===== src/rtl/audio_note_sequencer.sv =====
// audio_note_sequencer: FIFO-fed square-wave note player that drives the PWM duty.
// Ports: clk/reset_n, wr_en/wr_data note push, clear flush, duty_cycle/note_done/busy, FIFO status.
module audio_note_sequencer #(
  parameter int unsigned FIFO_DEPTH = 8,
  parameter int unsigned TICK_DIV   = 50000,
  parameter logic [9:0]  AMPLITUDE  = 10'd512
) (
  input  logic                          clk,
  input  logic                          reset_n,
  input  logic                          wr_en,
  input  logic [31:0]                   wr_data,
  input  logic                          clear,
  output logic [9:0]                    duty_cycle,
  output logic                          note_done,
  output logic                          busy,
  output logic                          fifo_empty,
  output logic                          fifo_full,
  output logic [$clog2(FIFO_DEPTH):0]   level,
  output logic                          overflow
);

  localparam int AW = $clog2(FIFO_DEPTH);
  localparam int LW = AW + 1;
  localparam int PW = (TICK_DIV > 1) ? $clog2(TICK_DIV) : 1;

  typedef enum logic [1:0] {
    IDLE,
    LOAD,
    PLAY
  } state_e;

  // FIFO storage and bookkeeping
  logic [31:0]   mem_q [FIFO_DEPTH];
  logic [AW-1:0] wr_ptr_q;
  logic [AW-1:0] rd_ptr_q;
  logic [LW-1:0] cnt_q;
  logic [LW-1:0] cnt_d;
  logic [LW-1:0] level_q;
  logic          empty_q;
  logic          full_q;
  logic          ovf_q;

  logic          full_int;
  logic          avail;
  logic          push;
  logic          pop;
  logic [31:0]   head;

  // Player state
  state_e        state_q;
  logic [15:0]   hp_q;
  logic [15:0]   rem_q;
  logic [15:0]   phase_q;
  logic [PW-1:0] presc_q;
  logic          square_q;
  logic [9:0]    duty_q;
  logic          done_q;
  logic          busy_q;

  logic          tick_wrap;
  logic          ph_wrap;
  logic          sq_nx;
  logic          play_end;

  // cnt_q is the live occupancy; the exported flags lag it by one edge.
  // Push gating uses the live count so back-to-back writes never overrun.
  assign full_int = (cnt_q == LW'(FIFO_DEPTH));
  assign avail    = (cnt_q != '0);
  assign push     = wr_en && !full_int && !clear;
  assign head     = mem_q[rd_ptr_q];

  assign tick_wrap = (presc_q == PW'(TICK_DIV - 1));
  assign ph_wrap   = (phase_q == hp_q - 16'd1);
  assign sq_nx     = ph_wrap ? ~square_q : square_q;
  assign play_end  = (state_q == PLAY) && tick_wrap && (rem_q == 16'd1);

  // IDLE waits for the registered empty flag; LOAD/PLAY chain on the
  // live count so a chained pop never reads an empty FIFO.
  always_comb begin
    pop = 1'b0;
    if (!clear && avail) begin
      unique case (state_q)
        IDLE:    pop = !empty_q;
        LOAD:    pop = (rem_q == 16'd0);
        PLAY:    pop = play_end;
        default: pop = 1'b0;
      endcase
    end
  end

  assign cnt_d = cnt_q + LW'(push) - LW'(pop);

  always_ff @(posedge clk) begin
    if (push) begin
      mem_q[wr_ptr_q] <= wr_data;
    end
  end

  always_ff @(posedge clk) begin
    if (!reset_n || clear) begin
      wr_ptr_q <= '0;
      rd_ptr_q <= '0;
      cnt_q    <= '0;
      level_q  <= '0;
      empty_q  <= 1'b1;
      full_q   <= 1'b0;
      ovf_q    <= 1'b0;
    end else begin
      if (push) wr_ptr_q <= wr_ptr_q + AW'(1);
      if (pop)  rd_ptr_q <= rd_ptr_q + AW'(1);
      if (wr_en && full_int) ovf_q <= 1'b1;
      cnt_q   <= cnt_d;
      level_q <= cnt_q;
      empty_q <= (cnt_q == '0);
      full_q  <= full_int;
    end
  end

  always_ff @(posedge clk) begin
    if (!reset_n || clear) begin
      state_q  <= IDLE;
      hp_q     <= '0;
      rem_q    <= '0;
      phase_q  <= '0;
      presc_q  <= '0;
      square_q <= 1'b0;
      duty_q   <= '0;
      done_q   <= 1'b0;
      busy_q   <= 1'b0;
    end else begin
      done_q <= 1'b0;
      unique case (state_q)
        IDLE: begin
          duty_q <= '0;
          if (pop) begin
            hp_q    <= head[15:0];
            rem_q   <= head[31:16];
            state_q <= LOAD;
            busy_q  <= 1'b1;
          end
        end
        LOAD: begin
          phase_q  <= '0;
          presc_q  <= '0;
          square_q <= 1'b1;
          if (rem_q == 16'd0) begin
            done_q <= 1'b1;
            duty_q <= '0;
            if (pop) begin
              hp_q  <= head[15:0];
              rem_q <= head[31:16];
            end else begin
              state_q <= IDLE;
              busy_q  <= 1'b0;
            end
          end else begin
            state_q <= PLAY;
            duty_q  <= (hp_q != 16'd0) ? AMPLITUDE : 10'd0;
          end
        end
        PLAY: begin
          if (play_end) begin
            done_q <= 1'b1;
            duty_q <= '0;
            if (pop) begin
              hp_q    <= head[15:0];
              rem_q   <= head[31:16];
              state_q <= LOAD;
            end else begin
              state_q <= IDLE;
              busy_q  <= 1'b0;
            end
          end else begin
            presc_q  <= tick_wrap ? '0 : presc_q + PW'(1);
            if (tick_wrap) rem_q <= rem_q - 16'd1;
            phase_q  <= ph_wrap ? 16'd0 : phase_q + 16'd1;
            square_q <= sq_nx;
            duty_q   <= (hp_q != 16'd0 && sq_nx) ? AMPLITUDE : 10'd0;
          end
        end
        default: begin
          state_q <= IDLE;
          busy_q  <= 1'b0;
          duty_q  <= '0;
        end
      endcase
    end
  end

  assign duty_cycle = duty_q;
  assign note_done  = done_q;
  assign busy       = busy_q;
  assign fifo_empty = empty_q;
  assign fifo_full  = full_q;
  assign level      = level_q;
  assign overflow   = ovf_q;

endmodule


===== config.mk =====
export PLATFORM = sky130hd
export DESIGN_NAME = audio_note_sequencer
export DESIGN_NICKNAME = d
export VERILOG_FILES = /design/src/rtl/audio_note_sequencer.sv
export SDC_FILE = /design/constraint.sdc
export NUM_CORES = 1
export LEC_CHECK = 0
export CORE_ASPECT_RATIO = 0.75
export CORE_MARGIN = 2
export CORE_UTILIZATION = 55
export DETAILED_ROUTE_END_ITERATION = 10
export GPL_TIMING_DRIVEN = 1
export PLACE_DENSITY = 0.73
export SLEW_MARGIN = 25
export SYNTH_ARGS = -nofsm -noshare
export SYNTH_HDL_FRONTEND = slang
export SYNTH_SLANG_ARGS = --single-unit

===== constraint.sdc =====
create_clock -name clk -period 7.8 [get_ports clk]
set_clock_uncertainty 0.1 [all_clocks]
set_input_delay 1.56 -clock clk [delete_from_list [all_inputs] [get_ports clk]]
set_output_delay 1.56 -clock clk [all_outputs]
set_load 0.02 [all_outputs]

; ---- Yosys cells after proc, flatten, opt, wreduce, memory -nomap -nowiden
; Memories as Yosys holds them, arrays and structs flattened. A register that Yosys moved wholly into a read port is not among the register bits.
; Index checks and enable logic that the tools add are counted.
[word_totals]
ff_bits = 96
ram_bits = 256
in_bits = 36
out_inout_bits = 19
elab_cells = 105
mem_count = 1
[classes]
addsub = 8
eq_ne = 12
n_mux = 43
n_bitwise = 1
n_reduce_logical = 24
[memory_table]
columns = memory, words, word_bits, rd, rd_clocked_by_memory_dff, wr, line
row1 = mem_q, 8, 32, 1, 1, 1, 33  ; logic [31:0] mem_q [FIFO_DEPTH];
[op_table]
columns = cell, n
row1 = 2-to-1 mux 16 bit, 11
row2 = one-hot mux 16 bit (3 select lines), 2
row3 = one-hot mux 16 bit (2 select lines), 2
row4 = 2-to-1 mux 10 bit, 4
row5 = "adder 16 x 1 -> 16 bit, second input constant", 2
row6 = "subtractor 16 x 1 -> 16 bit, second input constant", 2
row7 = one-hot mux 10 bit (2 select lines), 1
row8 = "== test 16 x 1 -> 1 bit, second input constant", 1
row9 = == test 16 bit, 1
row10 = "== test 16 bit, second input constant", 1
row11 = logical NOT 16 bit, 1
row12 = nonzero test 16 bit, 1
row13 = 2-to-1 mux 1 bit, 12
row14 = AND reduction 3 bit, 4
row15 = 2-to-1 mux 2 bit, 4
row16 = "inequality test 2 bit, second input constant", 4
row17 = logical AND 1 bit, 7
row18 = "adder 3 x 1 -> 3 bit, second input constant", 2
row19 = 2-to-1 mux 3 bit, 2
row20 = "inequality test 3 bit, second input constant", 2
row21 = one-hot mux 1 bit (3 select lines), 2
row22 = one-hot mux 2 bit (3 select lines), 1
row23 = adder 4 x 1 -> 4 bit, 1
row24 = "== test 4 bit, second input constant", 1
row25 = 13 further kinds, 17

; ---- Longest topological paths before layout
[logic_depth]
depth_word = 8
depth_mapped = 14
mapped_depth_nobuf = 13

; ---- Worst setup path after synthesis
; Ideal clock, no wire load.
[synth_path]
kind = input-to-reg
from = input port wr_en
to = memory mem_q[0][0] (enable)
setup_time_ns = 0.461
arrival_time_ns = 4.225
required_ns = 7.239
setup_slack_ns = 3.014
path_stages = 3
n_path_buf = 0
cell_sequence = nand2_1 -> or3_1 -> nor3_1
[synth_via]
elab_chain_len = 4
[synth_lines]
columns = element, line
row1 = start: declaration, 10  ; input logic wr_en,
row2 = logical AND 1 bit (2 in series), 69  ; assign push = wr_en && !full_int && !clear;
row3 = 2-to-1 mux 1 bit, 94  ; if (push) begin
row4 = 2-to-1 mux 1 bit (implied by the code), 95  ; mem_q[wr_ptr_q] <= wr_data;
row5 = end: declaration, 33
; Every way passes these cells.

; ---- Worst setup path after layout
[layout_path]
from = input port clear
to = register rem_q[10]
[layout_via]
elab_chain_len = 6
word_cells_on_any_way = 8
classes_between = 5 x mux / 3 x reduce/logical
[layout_lines]
columns = element, line
row1 = start: declaration, 12  ; input logic clear,
row2 = logical NOT 1 bit, 81  ; if (!clear && avail) begin
row3 = logical AND 1 bit, 81
row4 = 2-to-1 mux 1 bit, 81
row5 = 2-to-1 mux 16 bit, --
row6 = 2-to-1 mux 16 bit (on tied branches), --
row7 = one-hot mux 16 bit (3 select lines), --
row8 = end signal: assignment, 137  ; rem_q <= head[31:16];
row9 = end signal: assignment, 151  ; rem_q <= head[31:16];
row10 = end signal: assignment, 167  ; rem_q <= head[31:16];
row11 = end: declaration, 52  ; logic [15:0] rem_q;
; Several ways; a longest one is shown, not always the timed one. The select of a mux whose other input is x is not followed.
; A chain may end at the register's enable or synchronous reset.

==> impl_results.md <==
- Dpl hpwl: roughly 17000 um
- Grt ovf: 0
- R2R setup slack: approximately 4300 ps
- Most common cell in the netlist: edfxtp_1
- CP required: around 8200 ps
- Final Hold Fails: 0
- Commonest cells post-synth: edfxtp_1, dfxtp_1, nor2_1, mux4_2, nand2_1
- H-Tree Depth: 1
- Cells after synthesis: ~990
- Total GRT Usage: 0.212
- PwrDens: approximately 220 nW/um2
- Reg clk slew, reported paths: about 60 ps
- Static Leak: between 0.005 and 0.006 uW
- Tightest Pin Transition: 942 ps
- Initial antenna violation count: 1
- Crit share post-route: 0.483
- RSZ-0062 raised after global routing: false
- Row count: 51
- Share of the synthesized area in the top cell type: 0.522
- Die Wd: about 190 um
- Fmax: 0.265 GHz
- M2 GR Usage: 0.309
- Startpoint Class: primary input
- NumNets Final: between 1000 and 1500
- Max-Cap Viols: 0
- Seq/Total Area, Yosys: 0.644
- Routability cong.: 0.840
- Grt met1 use: 0.328
- Fill cell count: about 1900
- Syn_area_per_cell: ~15 um2
- DRC viols: 0
- Setup TNS: 0 ps
- Min Tclk post-route: about 3800 ps
- Die area: approximately 28000 um2
- Layout cell share with drive strength beyond 1: 0.158
- Final setup viols: 0
- Clk buf depth: 3
- Max-slew violations: 0
- Worst path max stage delay: ~570 ps
- Max rail drop VDD: about 180 uV
- Min-Delay Path Class: register to register
- Vias per cell: 6.00
- First-pass GRT wire length: roughly 46000 um
- Pre-CTS setup slack: about 3400 ps
- Crit path DAT: around 4000 ps
- Final ANT Viol Nets: 0
- Post-synthesis cell type count: 84
- Setup ws final: 4030 ps
- Die height: about 150 um
- Area leader, netlist: edfxtp_1
- Number of global-route vias before repair: approximately 8000
- Drt first pass iters: 5
- Main synth FF type: edfxtp_1
- Crit path kind: primary input to register
- Ports: between 50 and 60
- Routed vias: 8385
- Detailed Route WL: ~30000 um
- Number of synthesized flops with an enable pin: between 200 and 300
- CTS tree: done
- Yosys reg bits: 346
- Clk sink count: 346
- Root Buffer Master: clkbuf_16
- Post-CTS sizing: 0
- TritonCTS buffer count: 31
- Cell Area, Synth: roughly 15000 um2
- Initial DRC count: about 750
- Number of port buffers: 45
- Met3 usage: 0.0415
- Critical Path Sink Type: register
- Synth warnings: 0
- Area growth from synthesis to layout: 12.2%
- Largest net degree at the start of global routing: between 60 and 70
- Slowest library cell on the worst path: o21a_1
- Top post-synthesis cells by area: edfxtp_1, dfxtp_1, mux4_2
- Hold buffers post-CTS: 0
- Crit-path cells: clkdlybuf4s50_1 > or3_1 > a21o_1 > a31oi_4 > o21a_1 > a21oi_1 > a2111oi_0
- Post-synth ARST share: 0
- Worst-Skew Late Latency: ~600 ps
- Post-CTS Setup Repair Bufs: 0
- GRT busiest layer: met1
- Wire per inst: roughly 21 um
- Total core area: approximately 26000 um2
- Status: complete, no violations
- Initial Utilization: 0.563
- Worst-path maximum fanout: 14
- Relative max-transition margin: 0.372
metrics by stage:
step / hold slack (ps) / total power [uW] / std cells / area (um2) / utilization
floorplan: 338 / 2070 / 994 / 14800 / -
global placement: 353 / 2110 / 1338 / 15500 / 0.593
detailed placement: 369 / 2120 / 1338 / 15500 / 0.593
CTS: 378 / 3630 / 1396 / 16500 / 0.632
global route: 418 / 3710 / 1396 / 16500 / 0.632
finish: 383 / 3600 / 1397 / 16500 / 0.632
area by class of cell:
class | instances | area (um2) | area share
Clock inverter | 21 | 210 | 0.0127
Clock buffer | 37 | 808 | 0.0489
Sequential cell | 346 | 9500 | 0.574
Tap cell | 344 | 430 | 0.0260
Timing Repair Buffer | 61 | 571 | 0.0345
Antenna cell | 1 | 2.50 | 0.000151
Multi-Input combinational cell | 570 | 4960 | 0.300
Inverter | 17 | 63.8 | 0.00386
placed cells by master, fill, tap and decap left out, types with 31 or more instances in the layout:
cell type and count:
edfxtp_1 256, dfxtp_1 87, nor2_1 80, mux4_2 64, nand2_1 52, clkdlybuf4s50_1 45
mux2i_1 36, xor2_1 33, clkbuf_16 31
state kept, by name, indices dropped and copies added, names as in the netlist, named ones only:
| signal | flops |
|---|---|
| duty_cycle | 1 |
| phase_q | 16 |
| cnt_q | 4 |
| fifo_full | 1 |
| busy | 1 |
| overflow | 1 |
| state_q | 2 |
| level | 4 |
| rem_q | 16 |
| rd_ptr_q | 3 |
| hp_q | 16 |
| note_done | 1 |
| wr_ptr_q | 3 |
| square_q | 1 |
| presc_q | 16 |
| mem_q | 256 |
| fifo_empty | 1 |
critical path: cells and delay by family:
kind	cells	cell delay [ps]
compound gates	5	1610
buf+inv	1	490
simple gates	1	460
where the power goes:
group	switching (uW)	internal [uW]	leakage (uW)	total (uW)
sequential	3.74	1990	0.00304	1990
clock	653	871	0.000505	1520
combinational	53.1	32.2	0.00178	85.3
total	710	2890	0.00533	3600
metal layers:
layer	vias up	part of all wire
met5	-	0
met4	0	0.022
met3	48	0.058
met2	244	0.45
met1	4204	0.47
li1	3889	-
path summary, 6_finish.rpt:
check | startpoint | to | depth (start not counted)
setup / recovery | clear | rem_q[10] | 7
hold / removal | cnt_q[3] | level[3] | 2
setup reg to reg | rem_q[4] | rem_q[10] | 7
hold reg to reg | cnt_q[3] | level[3] | 2
cell families (layout without fill, tap and decap cells):
| kind of cell | after synthesis | count (layout) | synth area share |
|---|---|---|---|
| simple gates | 280 | 280 | 0.102 |
| buf+inv | 78 | 136 | 0.0266 |
| fa+ha+maj | 19 | 19 | 0.0166 |
| flops | 346 | 346 | 0.644 |
| compound gates | 114 | 114 | 0.0594 |
| other cells | 1 | 10 | 0.000254 |
| mux | 101 | 101 | 0.123 |
| xor+xnor | 47 | 47 | 0.0279 |
No activity file was read; power rests on OpenSTA's default activity.
